### config.mk
export PLATFORM = sky130hd
export DESIGN_NAME = param_subword_assembler_flat
export DESIGN_NICKNAME = d
export VERILOG_FILES = /design/src/rtl/param_subword_assembler_if.sv /design/src/rtl/param_subword_assembler.sv /design/src/flat_wrapper.sv
export SDC_FILE = /design/constraint.sdc
export NUM_CORES = 1
export LEC_CHECK = 0
export CAP_MARGIN = 40
export CELL_PAD_IN_SITES_DETAIL_PLACEMENT = 0
export CELL_PAD_IN_SITES_GLOBAL_PLACEMENT = 2
export CORE_MARGIN = 8
export CORE_UTILIZATION = 30
export CTS_CLUSTER_DIAMETER = 200
export DETAILED_ROUTE_END_ITERATION = 16
export PLACE_DENSITY = 0.88
export SYNTH_ARGS = -nofsm -noshare
export SYNTH_HDL_FRONTEND = slang
export SYNTH_SLANG_ARGS = --single-unit
### constraint.sdc
create_clock -name clk -period 4.9 [get_ports clk]
set_input_delay 0.98 -clock clk [delete_from_list [all_inputs] [get_ports clk]]
set_output_delay 0.98 -clock clk [all_outputs]
set_load 0.05 [all_outputs]
### src/rtl/param_subword_assembler_if.sv
// Subword-in / word-out handshake bundle for the subword assembler.
// The slave modport is the assembler's view; master is the datapath/consumer view.
interface param_subword_assembler_if #(
  parameter int P_NBITS  = 4,
  parameter int P_NWORDS = 8
);
  localparam int W = P_NBITS * P_NWORDS;

  logic               in_val;
  logic               in_rdy;
  logic [P_NBITS-1:0] in_data;
  logic               out_val;
  logic               out_rdy;
  logic [W-1:0]       out_data;

  modport slave (
    input  in_val,
    input  in_data,
    input  out_rdy,
    output in_rdy,
    output out_val,
    output out_data
  );

  modport master (
    output in_val,
    output in_data,
    output out_rdy,
    input  in_rdy,
    input  out_val,
    input  out_data
  );
endinterface

### src/rtl/param_subword_assembler.sv
// Deposits serial subwords into a full word at a moving index (LSB- or MSB-first)
// and hands the completed word to a consumer over a valid/ready handshake.
module param_subword_assembler #(
  parameter int P_NBITS   = 4,
  parameter int P_NWORDS  = 8,
  parameter int P_IDXBITS = 3
) (
  input  logic                        clk,
  input  logic                        reset,
  input  logic                        start,
  input  logic                        direction,
  param_subword_assembler_if.slave    bus,
  output logic [P_IDXBITS-1:0]        idx,
  output logic                        busy
);
  localparam int W = P_NBITS * P_NWORDS;
  localparam logic [P_IDXBITS-1:0] IDX_LAST = P_IDXBITS'(P_NWORDS - 1);
  localparam logic [P_IDXBITS-1:0] IDX_ONE  = P_IDXBITS'(1);
  localparam logic [P_IDXBITS:0]   CNT_LAST = (P_IDXBITS + 1)'(P_NWORDS - 1);
  localparam logic [P_IDXBITS:0]   CNT_ONE  = (P_IDXBITS + 1)'(1);

  typedef enum logic [1:0] {
    ST_IDLE = 2'd0,
    ST_FILL = 2'd1,
    ST_DONE = 2'd2
  } state_t;

  state_t               state_r, state_s;
  logic                 dir_r, dir_s;
  logic [P_IDXBITS-1:0] idx_r, idx_s;
  logic [P_IDXBITS:0]   cnt_r, cnt_s;
  logic [W-1:0]         word_r, word_s;
  logic                 in_rdy_r, in_rdy_s;
  logic                 out_val_r, out_val_s;
  logic                 busy_r, busy_s;

  // State, datapath and output registers; reset discards any assembly in flight
  always_ff @(posedge clk) begin
    if (reset) begin
      state_r   <= ST_IDLE;
      dir_r     <= 1'b1;
      idx_r     <= '0;
      cnt_r     <= '0;
      word_r    <= '0;
      in_rdy_r  <= 1'b0;
      out_val_r <= 1'b0;
      busy_r    <= 1'b0;
    end else begin
      state_r   <= state_s;
      dir_r     <= dir_s;
      idx_r     <= idx_s;
      cnt_r     <= cnt_s;
      word_r    <= word_s;
      in_rdy_r  <= in_rdy_s;
      out_val_r <= out_val_s;
      busy_r    <= busy_s;
    end
  end

  // Next-state and datapath update; start re-initialises from IDLE, FILL, or a completing DONE
  always_comb begin
    state_s = state_r;
    dir_s   = dir_r;
    idx_s   = idx_r;
    cnt_s   = cnt_r;
    word_s  = word_r;
    case (state_r)
      ST_IDLE: begin
        if (start) begin
          state_s = ST_FILL;
          dir_s   = direction;
          idx_s   = direction ? '0 : IDX_LAST;
          cnt_s   = '0;
          word_s  = '0;
        end else begin
          state_s = ST_IDLE;
        end
      end
      ST_FILL: begin
        if (start) begin
          // abort: a beat offered in this cycle is dropped
          state_s = ST_FILL;
          dir_s   = direction;
          idx_s   = direction ? '0 : IDX_LAST;
          cnt_s   = '0;
          word_s  = '0;
        end else if (bus.in_val && in_rdy_r) begin
          word_s[int'(idx_r) * P_NBITS +: P_NBITS] = bus.in_data;
          idx_s = dir_r ? (idx_r + IDX_ONE) : (idx_r - IDX_ONE);
          cnt_s = cnt_r + CNT_ONE;
          if (cnt_r == CNT_LAST) begin
            state_s = ST_DONE;
          end else begin
            state_s = ST_FILL;
          end
        end else begin
          state_s = ST_FILL;
        end
      end
      ST_DONE: begin
        if (bus.out_rdy) begin
          if (start) begin
            state_s = ST_FILL;
            dir_s   = direction;
            idx_s   = direction ? '0 : IDX_LAST;
            cnt_s   = '0;
            word_s  = '0;
          end else begin
            state_s = ST_IDLE;
          end
        end else begin
          state_s = ST_DONE;
        end
      end
      default: begin
        state_s = ST_IDLE;
      end
    endcase
  end

  // Output decode of the upcoming state so the handshake flags come straight from flops
  always_comb begin
    in_rdy_s  = 1'b0;
    out_val_s = 1'b0;
    busy_s    = 1'b0;
    case (state_s)
      ST_IDLE: begin
        in_rdy_s  = 1'b0;
        out_val_s = 1'b0;
        busy_s    = 1'b0;
      end
      ST_FILL: begin
        in_rdy_s  = 1'b1;
        out_val_s = 1'b0;
        busy_s    = 1'b1;
      end
      ST_DONE: begin
        in_rdy_s  = 1'b0;
        out_val_s = 1'b1;
        busy_s    = 1'b1;
      end
      default: begin
        in_rdy_s  = 1'b0;
        out_val_s = 1'b0;
        busy_s    = 1'b0;
      end
    endcase
  end

  assign bus.in_rdy   = in_rdy_r;
  assign bus.out_val  = out_val_r;
  assign bus.out_data = word_r;
  assign idx          = idx_r;
  assign busy         = busy_r;
endmodule
### src/flat_wrapper.sv
// flat-port wrapper written by rule: the top's interface ports become plain ports
module param_subword_assembler_flat 
#(
  parameter int P_NBITS   = 4,
  parameter int P_NWORDS  = 8,
  parameter int P_IDXBITS = 3
)
  (clk, reset, start, direction, idx, busy, bus_in_val, bus_in_data, bus_out_rdy, bus_in_rdy, bus_out_val, bus_out_data);
  param_subword_assembler_if #(.P_NBITS(P_NBITS), .P_NWORDS(P_NWORDS)) bus_i ();
  input  logic clk;
  input  logic reset;
  input  logic start;
  input  logic direction;
  output logic [P_IDXBITS-1:0] idx;
  output logic busy;
  input wire logic [$bits(bus_i.in_val)-1:0] bus_in_val;
  input wire logic [$bits(bus_i.in_data)-1:0] bus_in_data;
  input wire logic [$bits(bus_i.out_rdy)-1:0] bus_out_rdy;
  output wire logic [$bits(bus_i.in_rdy)-1:0] bus_in_rdy;
  output wire logic [$bits(bus_i.out_val)-1:0] bus_out_val;
  output wire logic [$bits(bus_i.out_data)-1:0] bus_out_data;
  assign bus_i.in_val = bus_in_val;
  assign bus_i.in_data = bus_in_data;
  assign bus_i.out_rdy = bus_out_rdy;
  assign bus_in_rdy = bus_i.in_rdy;
  assign bus_out_val = bus_i.out_val;
  assign bus_out_data = bus_i.out_data;
  param_subword_assembler #(.P_NBITS(P_NBITS), .P_NWORDS(P_NWORDS), .P_IDXBITS(P_IDXBITS)) u_core (.clk(clk), .reset(reset), .start(start), .direction(direction), .bus(bus_i), .idx(idx), .busy(busy));
endmodule
# --- Word level (Yosys, flattened, before mapping) ---
# Index checks and enable logic that the tools add are counted.
word_totals:
  regBits: 45
  out_inout_bits: 38
classes:
  n_eq_ne: 7
  n_reduce_logical: 8
  n_mux: 30
  n_shift: 2
  addsub: 4
op_table:
  columns: ["op", "count"]
  rows:
  - ["$mux W32", 4]
  - ["$pmux W32 S3", 1]
  - ["$neg A5 Y33", 1]
  - ["$shift A4 B33 Y32 const A", 1]
  - ["$shiftx A4 B33 Y32", 1]
  - ["$bwmux W32", 1]
  - ["$mux W3", 6]
  - ["$mux W4", 4]
  - ["$pmux W4 S3", 1]
  - ["$pmux W3 S3", 1]
  - ["$mux W2", 4]
  - ["$mux W1", 6]
  - ["$pmux W2 S3", 1]
  - ["$add A4 B1 Y4 const B", 1]
  - ["$eq A2 B1 Y1 const B", 2]
  - ["$eq A2 B2 Y1 const B", 2]
  - ["$eq A4 B3 Y1 const B", 1]
  - ["$reduce_or A2 Y1", 2]
  - ["$add A3 B1 Y3 const B", 1]
  - ["$ne A3 B2 Y1 const B", 1]
  - ["$reduce_and A3 Y1", 1]
  - ["$reduce_bool A3 Y1", 1]
  - ["$sub A3 B1 Y3 const B", 1]
  - ["$logic_not A2 Y1", 1]
  - ["other kinds (5)", 5]

# --- Depth between registers and ports, before layout ---
# Gate-level depths: netlist of the first run.
logic_depth:
  depth_word: 8
  depth_mapped: 9

# --- Worst setup path after synthesis of the first run ---
# OpenSTA, ideal clock, no wires.
synth_path:
  path_type: "register to register"
  from: "register u_core.idx_r[0], in the netlist u_core.idx[0]"
  to: "register u_core.word_r[26], in the netlist u_core.bus.out_data[26]"
  stages_incl_launch_ff: 10
  setup_ns: 0.071
  required_time_ns: 4.829
  slack_ns: 2.184
  t_arrival_ns: 2.646
  cell_sequence: "dfxtp_1 buf_2 inv_1 ha_1 ha_1 clkbuf_2 or3b_2 nor4_2 nand2_1 a21oi_1"
synth_via:
  elab_chain_len: 6
synth_lines:
  columns: ["element", "line", "rtl"]
  rows:
  - ["start, declared", "param_subword_assembler.sv:30", "logic [P_IDXBITS-1:0] idx_r, idx_s;"]
  - ["start signal, assigned", "param_subword_assembler.sv:51", "idx_r <= idx_s;"]
  - ["$neg A5 Y33 *", "param_subword_assembler.sv:88", "word_s[int'(idx_r) * P_NBITS +: P_NBITS] = bus.in_data;"]
  - ["$shiftx A4 B33 Y32 / $shift A4 B33 Y32 (equally long branches)", "param_subword_assembler.sv:88", null]
  - ["$bwmux W32 *", "param_subword_assembler.sv:88", null]
  - ["$mux W32 *", "param_subword_assembler.sv:87", "end else if (bus.in_val && in_rdy_r) begin"]
  - ["$mux W32 *", "param_subword_assembler.sv:80", "if (start) begin"]
  - ["$pmux W32 S3 *", "param_subword_assembler.sv:67", "case (state_r)"]
  - ["end signal, assigned", "param_subword_assembler.sv:53", "word_r <= word_s;"]
  - ["end, declared", "param_subword_assembler.sv:32", "logic [W-1:0] word_r, word_s;"]
# Mark *: on every way between the ends. The rest lies on a longest branch, timed or not. The select of a mux whose other input is x is not followed.
# A chain may end at the register's enable or synchronous reset.

# --- Worst setup path after layout of the first run ---
layout_path:
  from: "register u_core.idx_r[0], in the netlist u_core.idx[0]"
  to: "output idx[0]"
layout_rtl:
  columns: ["element", "line", "rtl"]
  rows:
  - ["end, declared", "flat_wrapper.sv:14", "output logic [P_IDXBITS-1:0] idx;"]
# No word-level cell between the ends.

==> results of run 1 <==
[layout by cell type (no fill, tap or decap), types with 2 or more instances in the layout]
master           Yosys  final
clkdlybuf4s50_1      0     47
dfxtp_1             45     45
nand2_1             29     29
a21oi_1             28     28
inv_1               24     24
a31oi_1             15     15
a32oi_1             12     12
and3_1              12     12
ha_1                 9      9
o32ai_1              8      8
nor2_1               7      7
and2_0               6      6
and2_1               6      6
clkbuf_8             0      6
nor3_1               5      5
nor4_1               5      5
nor2b_1              4      4
nand2b_1             4      4
nand3_1              4      4
buf_4                1      4
o311ai_0             3      3
o221ai_1             2      2
nand4b_1             2      2
o21bai_1             2      2
or3_1                2      2
nor4_4               2      2
nor4_2               2      2
nand3b_1             2      2
[per-stage QoR]
| step | total power, mW | instance area (sq um) | instances | hold WS [ps] | setup WS [ps] |
|---|---|---|---|---|---|
| after floorplan | 0.456 | 2360 | 279 | 493 | 2180 |
| after global placement | 0.492 | 2910 | 414 | 476 | 1750 |
| after detailed placement | 0.494 | 2940 | 415 | 479 | 1690 |
| after CTS | 0.786 | 3050 | 423 | 492 | 1950 |
| after global routing | 0.810 | 3050 | 423 | 523 | 1600 |
| final | 0.777 | 3050 | 423 | 486 | 1970 |
[cell usage after synthesis, types with 3 or more instances]
| cell type | number |
|---|---|
| a32oi_1 | 12 |
| nor4_1 | 5 |
| inv_1 | 24 |
| and2_0 | 6 |
| buf_2 | 5 |
| nor2_1 | 7 |
| ha_1 | 9 |
| and2_1 | 6 |
| o311ai_0 | 3 |
| and3_1 | 12 |
| nand3_1 | 4 |
| a21oi_1 | 28 |
| nand2_1 | 29 |
| o32ai_1 | 8 |
| nor3_1 | 5 |
| dfxtp_1 | 45 |
| nand2b_1 | 4 |
| a31oi_1 | 15 |
| nor2b_1 | 4 |
| clkbuf_1 | 9 |
[routing by layer]
metal / global-route usage (%) / wire, um
met1: 14.8 / 3060
met2: 19.6 / 3040
met3: 3.38 / 402
met4: 3.47 / 65
met5: 0 / 0
[sequential cells by signal, summed over array words and instances, names as in the netlist]
name,cells
u_core.state_r,2
u_core.dir_r,1
u_core.bus.in_rdy,1
u_core.bus.out_data,32
u_core.bus.out_val,1
u_core.busy,1
u_core.cnt_r,4
u_core.idx,3
[final cells by class]
cell class	count	area, sq um	share of cell area (%)
Clock buffer	7	86.3	2.83
Clock inverter	1	30.0	0.984
Inverter	24	90.1	2.95
Multi-Input combinational cell	192	1290	42.3
Sequential cell	45	901	29.5
Tap cell	102	128	4.18
Timing Repair Buffer	52	528	17.3
[where the power goes]
| part | internal (mW) | total, mW | switching [mW] | leakage [nW] |
|---|---|---|---|---|
| Combinational | 0.0356 | 0.106 | 0.0707 | 0.638 |
| Clock | 0.166 | 0.292 | 0.125 | 0.0585 |
| Sequential | 0.370 | 0.379 | 0.00913 | 0.364 |
[worst max path at each step]
| stage | slack [ps] | cells past startpoint | startpoint | to |
|---|---|---|---|---|
| after global routing | 1600 | 7 | u_core.idx[0]$_SDFFE_PP0P_ | u_core.bus.out_data[4]$_SDFFE_PP0P_ |
| after global placement | 1750 | 5 | bus_in_val | u_core.bus.out_data[6]$_SDFFE_PP0P_ |
| after floorplan | 2180 | 9 | u_core.idx[0]$_SDFFE_PP0P_ | u_core.bus.out_data[26]$_SDFFE_PP0P_ |
| after detailed placement | 1690 | 5 | bus_in_val | u_core.bus.out_data[7]$_SDFFE_PP0P_ |
| final | 1970 | 1 | u_core.idx[0]$_SDFFE_PP0P_ | idx[0] |
| after CTS | 1950 | 1 | u_core.idx[0]$_SDFFE_PP0P_ | idx[0] |
[logic make-up (layout without fill, tap and decap cells)]
kind of cell             Yosys count  in the layout  synth area share [%]
buffers and inverters             42             84                  7.46
AO/OA/AOI/OAI                     84             84                  24.4
AND/OR/NAND/NOR                   97             97                  24.0
XOR/XNOR                           1              1                 0.371
adder cells (fa/ha/maj)           10             10                  5.61
flip-flops                        45             45                  38.1
==> results.md, run 1 <==
- WP data required: 3920 ps
- Slowest stage delay, CP: 930 ps
- Pin count of the biggest net entering global routing: 36
- CP bufs+invs: 1
- Sequential element share of the synthesized area: 38.1%
- Peak Freq: 342 MHz
- GRT Residual Overflow: 0
- Startpoint types: flip-flop
- Post-synth ARST share: 0%
- Final setup fails: 0
- Library cells used by synthesis: 52
- # Post-CTS Setup Buffers: 0
- Via count: 2224
- Port bufs: 47
- Hold endpoint: u_core.bus.out_data[19]$_SDFFE_PP0P_
- First-pass detailed-route iteration total: 4
- Tmin final: 2930 ps
- Hold Buf Count CTS: 0
- Max stage delay cell, worst path: clkdlybuf4s50_1
- Hold depth: 2
- Post-DRT Antenna Nets: 0
- CTS tree: done
- Primary FF master, synth: dfxtp_1
- Die Y: 105 um
- Maxcap violations: 0
- H-tree depth reported by CTS: 2
- Number of synthesized flops with an enable pin: 0
- Critical path cell sequence: clkdlybuf4s50_1
- First-pass GRT wire length: 10900 um
- Crit. End Element: output pin
- CP max FO: 18
- Clk slew on worst S/H paths: 80 ps
- Min-Delay Path Class: reg -> reg
- Clock Skew: 5.81 ps
- Antenna violations before repair: 0
- R2R Path End: u_core.bus.out_data[16]$_SDFFE_PP0P_
- N_diodes: 0
- P&R area growth vs syn: 29.2%
- FILL cells: 793
- Placeable Area: 7690 sq um
- Routed WL per cell: 15.5 um
- Vias in the first global route: 2163
- Static Leak: 1.06 nW
- Reg2Reg Depth: 7
- Slew @ Worst Pin: 796 ps
- Vias per cell: 5.26
- Deepest clock path buffer count: 2
- Setup total negative slack: 0 ps
- Period utilisation layout: 59.7%
- Final core occ: 39.7%
- Hold path startpoint: u_core.bus.out_data[19]$_SDFFE_PP0P_
- Area contributors post-synth: dfxtp_1 38%, a21oi_1 5.9%, ha_1 4.8%, nand2_1 4.6%, a32oi_1 4.4%
- Share of post-route cells with drive strength above 1: 6.23%
- Site Rows: 32
- All-Layer GR Usage: 11.9%
- I/O pins: 48
- DRT Wirelength: 6580 um
- DP Wirelength: 4660 um
- Synthesized net count: 299
- Yosys reg bits: 45
- Ys Warns: 0
- Die ar.: 11000 sq um
- # DRC: 0
- Final nets: 340
- Placer Congestion: 0.786
- Final Hold Vio Count: 0
- Clk Latency, worst-skew pair: 300 ps
- Synth Instances: 279
- R2R setup slack: 2110 ps
- Crit Path Class: reg -> out
- Fin. max-slew vios: 0
- Share of the synthesized area in the top cell type: 38.1%
- CP delay by family, top: buffers and inverters
- Rel. slew slack: 46.2%
- FF-to-FF Start: u_core.idx[0]$_SDFFE_PP0P_
- Chip Width: 105 um
- Post-CTS sizing: 0
- Cts bufs inserted: 5
- Cell Area, Synth: 2360 sq um
- CP Data Arrival Time: 1950 ps
- Clock sink count: 45
- Synth area leader: dfxtp_1
- Root Driver: clkbuf_8
- Status: finished clean
- Avg Inst Size Synth: 8.47 sq um
- Iteration-0 DRC Markers: 157
- Initial Util: 30.7%
- VDD IR max: 0.149 mV
- RSZ-0062 raised after global routing: no
- Pwr dens: 254 nW/um^2
No activity file was read; power rests on OpenSTA's default activity.
==> run 2, diff against run 1 <==
clock period = 2.8 ns   (was 4.9 ns; I/O delays follow)
==> run 2 against run 1 <==
Compared with the run above: register-to-register slack got worse by 1600 ps; clock-buffer cell count did not move; wire length increased by 8.4%; total power increased by 78%; critical path depth increased by 1; combinational power increased by 96%; worst hold slack worse by 5.8 ps; clock power is 79% higher; non-clock buffer count rose by 8; critical path type unchanged; largest power group unchanged.
==> results.md, run 2 (synthesized netlist as in run 1, its figures left out) <==
- Status: finished clean
- Cts bufs inserted: 5 (unchanged)
- Root Driver: clkbuf_8
- Clk Latency, worst-skew pair: 300 ps (about the same)
- # Post-CTS Setup Buffers: 0 (unchanged)
- Hold Buf Count CTS: 0 (unchanged)
- Min-Delay Path Class: reg -> reg
- Post-DRT Antenna Nets: 0 (unchanged)
- Crit Path Class: reg -> out
- Routed WL per cell: 16.5 um (+6.4%)
- Rel. slew slack: 44.8% (-1.4 points)
- Pwr dens: 446 nW/um^2 (+75%)
- FILL cells: 783 (-1.3%)
- Initial Util: 30.7% (unchanged)
- DRT Wirelength: 7130 um (+8.4%)
- Placer Congestion: 0.817 (+4.1%)
- Chip Width: 105 um (unchanged)
- RSZ-0062 raised after global routing: no
- N_diodes: 0 (unchanged)
- DP Wirelength: 4930 um (+5.8%)
- Pin count of the biggest net entering global routing: 42 (+17%)
- Deepest clock path buffer count: 2 (unchanged)
- WP data required: 2240 ps (-1680 ps)
- H-tree depth reported by CTS: 2 (unchanged)
- Clock sink count: 45 (unchanged)
- Most frequent cells in the layout: 47 x clkdlybuf4s50_1, 45 x dfxtp_1, 29 x nand2_1, 28 x a21oi_1, 24 x inv_1
- Startpoint types: flip-flop
- Most common cell after layout, fill and taps aside: clkdlybuf4s50_1
- Final Hold Vio Count: 0 (unchanged)
- CP Data Arrival Time: 1730 ps (-220 ps)
- I/O pins: 48 (unchanged)
- Fin. max-slew vios: 0 (unchanged)
- Slew @ Worst Pin: 818 ps (+21.4 ps)
- P&R area growth vs syn: 31.4%
- Static Leak: 1.10 nW (+3.7%)
- Die Y: 105 um (unchanged)
- Final Non-Filler Cells: 431 (+1.9%)
- Period utilisation layout: 81.8%
- # DRC: 0 (unchanged)
- Via count: 2274 (+2.2%)
- Antenna violations before repair: 0 (unchanged)
- CP max FO: 17 (-1)
- Setup total negative slack: 0 ps (unchanged)
- GRT Residual Overflow: 0 (unchanged)
- Crit. End Element: output pin
- Iteration-0 DRC Markers: 199 (+27%)
- Tmin final: 2290 ps
- Port bufs: 47 (unchanged)
- Share of post-route cells with drive strength above 1: 8.51% (+2.3 points)
- Maxcap violations: 0 (unchanged)
- Post-CTS sizing: 0 (unchanged)
- Placeable Area: 7690 sq um (unchanged)
- Vias in the first global route: 2295 (+6.1%)
- Clk slew on worst S/H paths: 90 ps (about the same)
- Peak Freq: 437 MHz
- Max reg flops: 32 (unchanged)
- All-Layer GR Usage: 12.9% (+1.0 points)
- Clock Skew: 5.02 ps (-0.783 ps)
- Die ar.: 11000 sq um (unchanged)
- First-pass GRT wire length: 11900 um (+9.2%)
- Final setup fails: 0 (unchanged)
- Placed Cells: 423 (+1.9%)
- VDD IR max: 0.196 mV (+32%)
- Final nets: 348 (+2.4%)
- Site Rows: 32 (unchanged)
- Vias per cell: 5.28 (+0.35%)
- First-pass detailed-route iteration total: 6 (+2)
- CTS tree: done
run 2: cell types whose count changed in the layout (fill, tap and decap cells not counted), sizes merged:
cell / change
buf: +8
run 2: area by class of cell:
cell class	count	area (sq um)	area share, %
Timing Repair Buffer	60	581	18.7
Sequential cell	45	901	29.0
Clock inverter	1	30.0	0.967
Tap cell	102	128	4.11
Multi-Input combinational cell	192	1290	41.5
Inverter	24	90.1	2.90
Clock buffer	7	86.3	2.78
run 2: worst paths after layout:
kind	start	end	slack, ps	depth (start not counted)
worst max-delay path	u_core.idx[0]$_SDFFE_PP0P_	idx[0]	510	2
worst min-delay path	u_core.bus.out_data[3]$_SDFFE_PP0P_	u_core.bus.out_data[3]$_SDFFE_PP0P_	480	2
worst max register to register	u_core.idx[2]$_SDFFE_PP0P_	u_core.bus.out_data[25]$_SDFFE_PP0P_	550	6
worst min register to register	u_core.bus.out_data[3]$_SDFFE_PP0P_	u_core.bus.out_data[3]$_SDFFE_PP0P_	480	2
run 2: metrics by stage:
step / area, sq um / total power [mW] / util, % / hold slack (ps) / setup slack [ps]
after floorplan: 2360 / 0.798 / - / 493 / 83.7
after global placement: 2990 / 0.875 / 38.9 / 475 / 379
after detailed placement: 2990 / 0.876 / 38.9 / 471 / 289
after CTS: 3110 / 1.39 / 40.4 / 484 / 518
after global routing: 3110 / 1.44 / 40.4 / 513 / 357
final: 3110 / 1.38 / 40.4 / 480 / 510
run 2: where the power goes:
part           internal [mW]  switching [mW]
Sequential             0.647         0.00796
Clock                  0.291           0.230
Combinational         0.0694           0.138
run 2: critical path, stage by stage (launching register included):
cell and delay, ps:
dfxtp_1 340, buf_4 230, clkdlybuf4s50_1 850
run 2: per-layer routing:
layer / vias to the layer above / share of wire (%) / wire length (um) / global-route usage (%)
met1: 1095 / 48 / 3400 / 16.1
met4: 0 / 1.2 / 87 / 3.67
met3: 5 / 4.9 / 350 / 3.38
met2: 46 / 46 / 3290 / 21.4
met5: - / 0 / 0 / 0
li1: 1128 / - / - / -
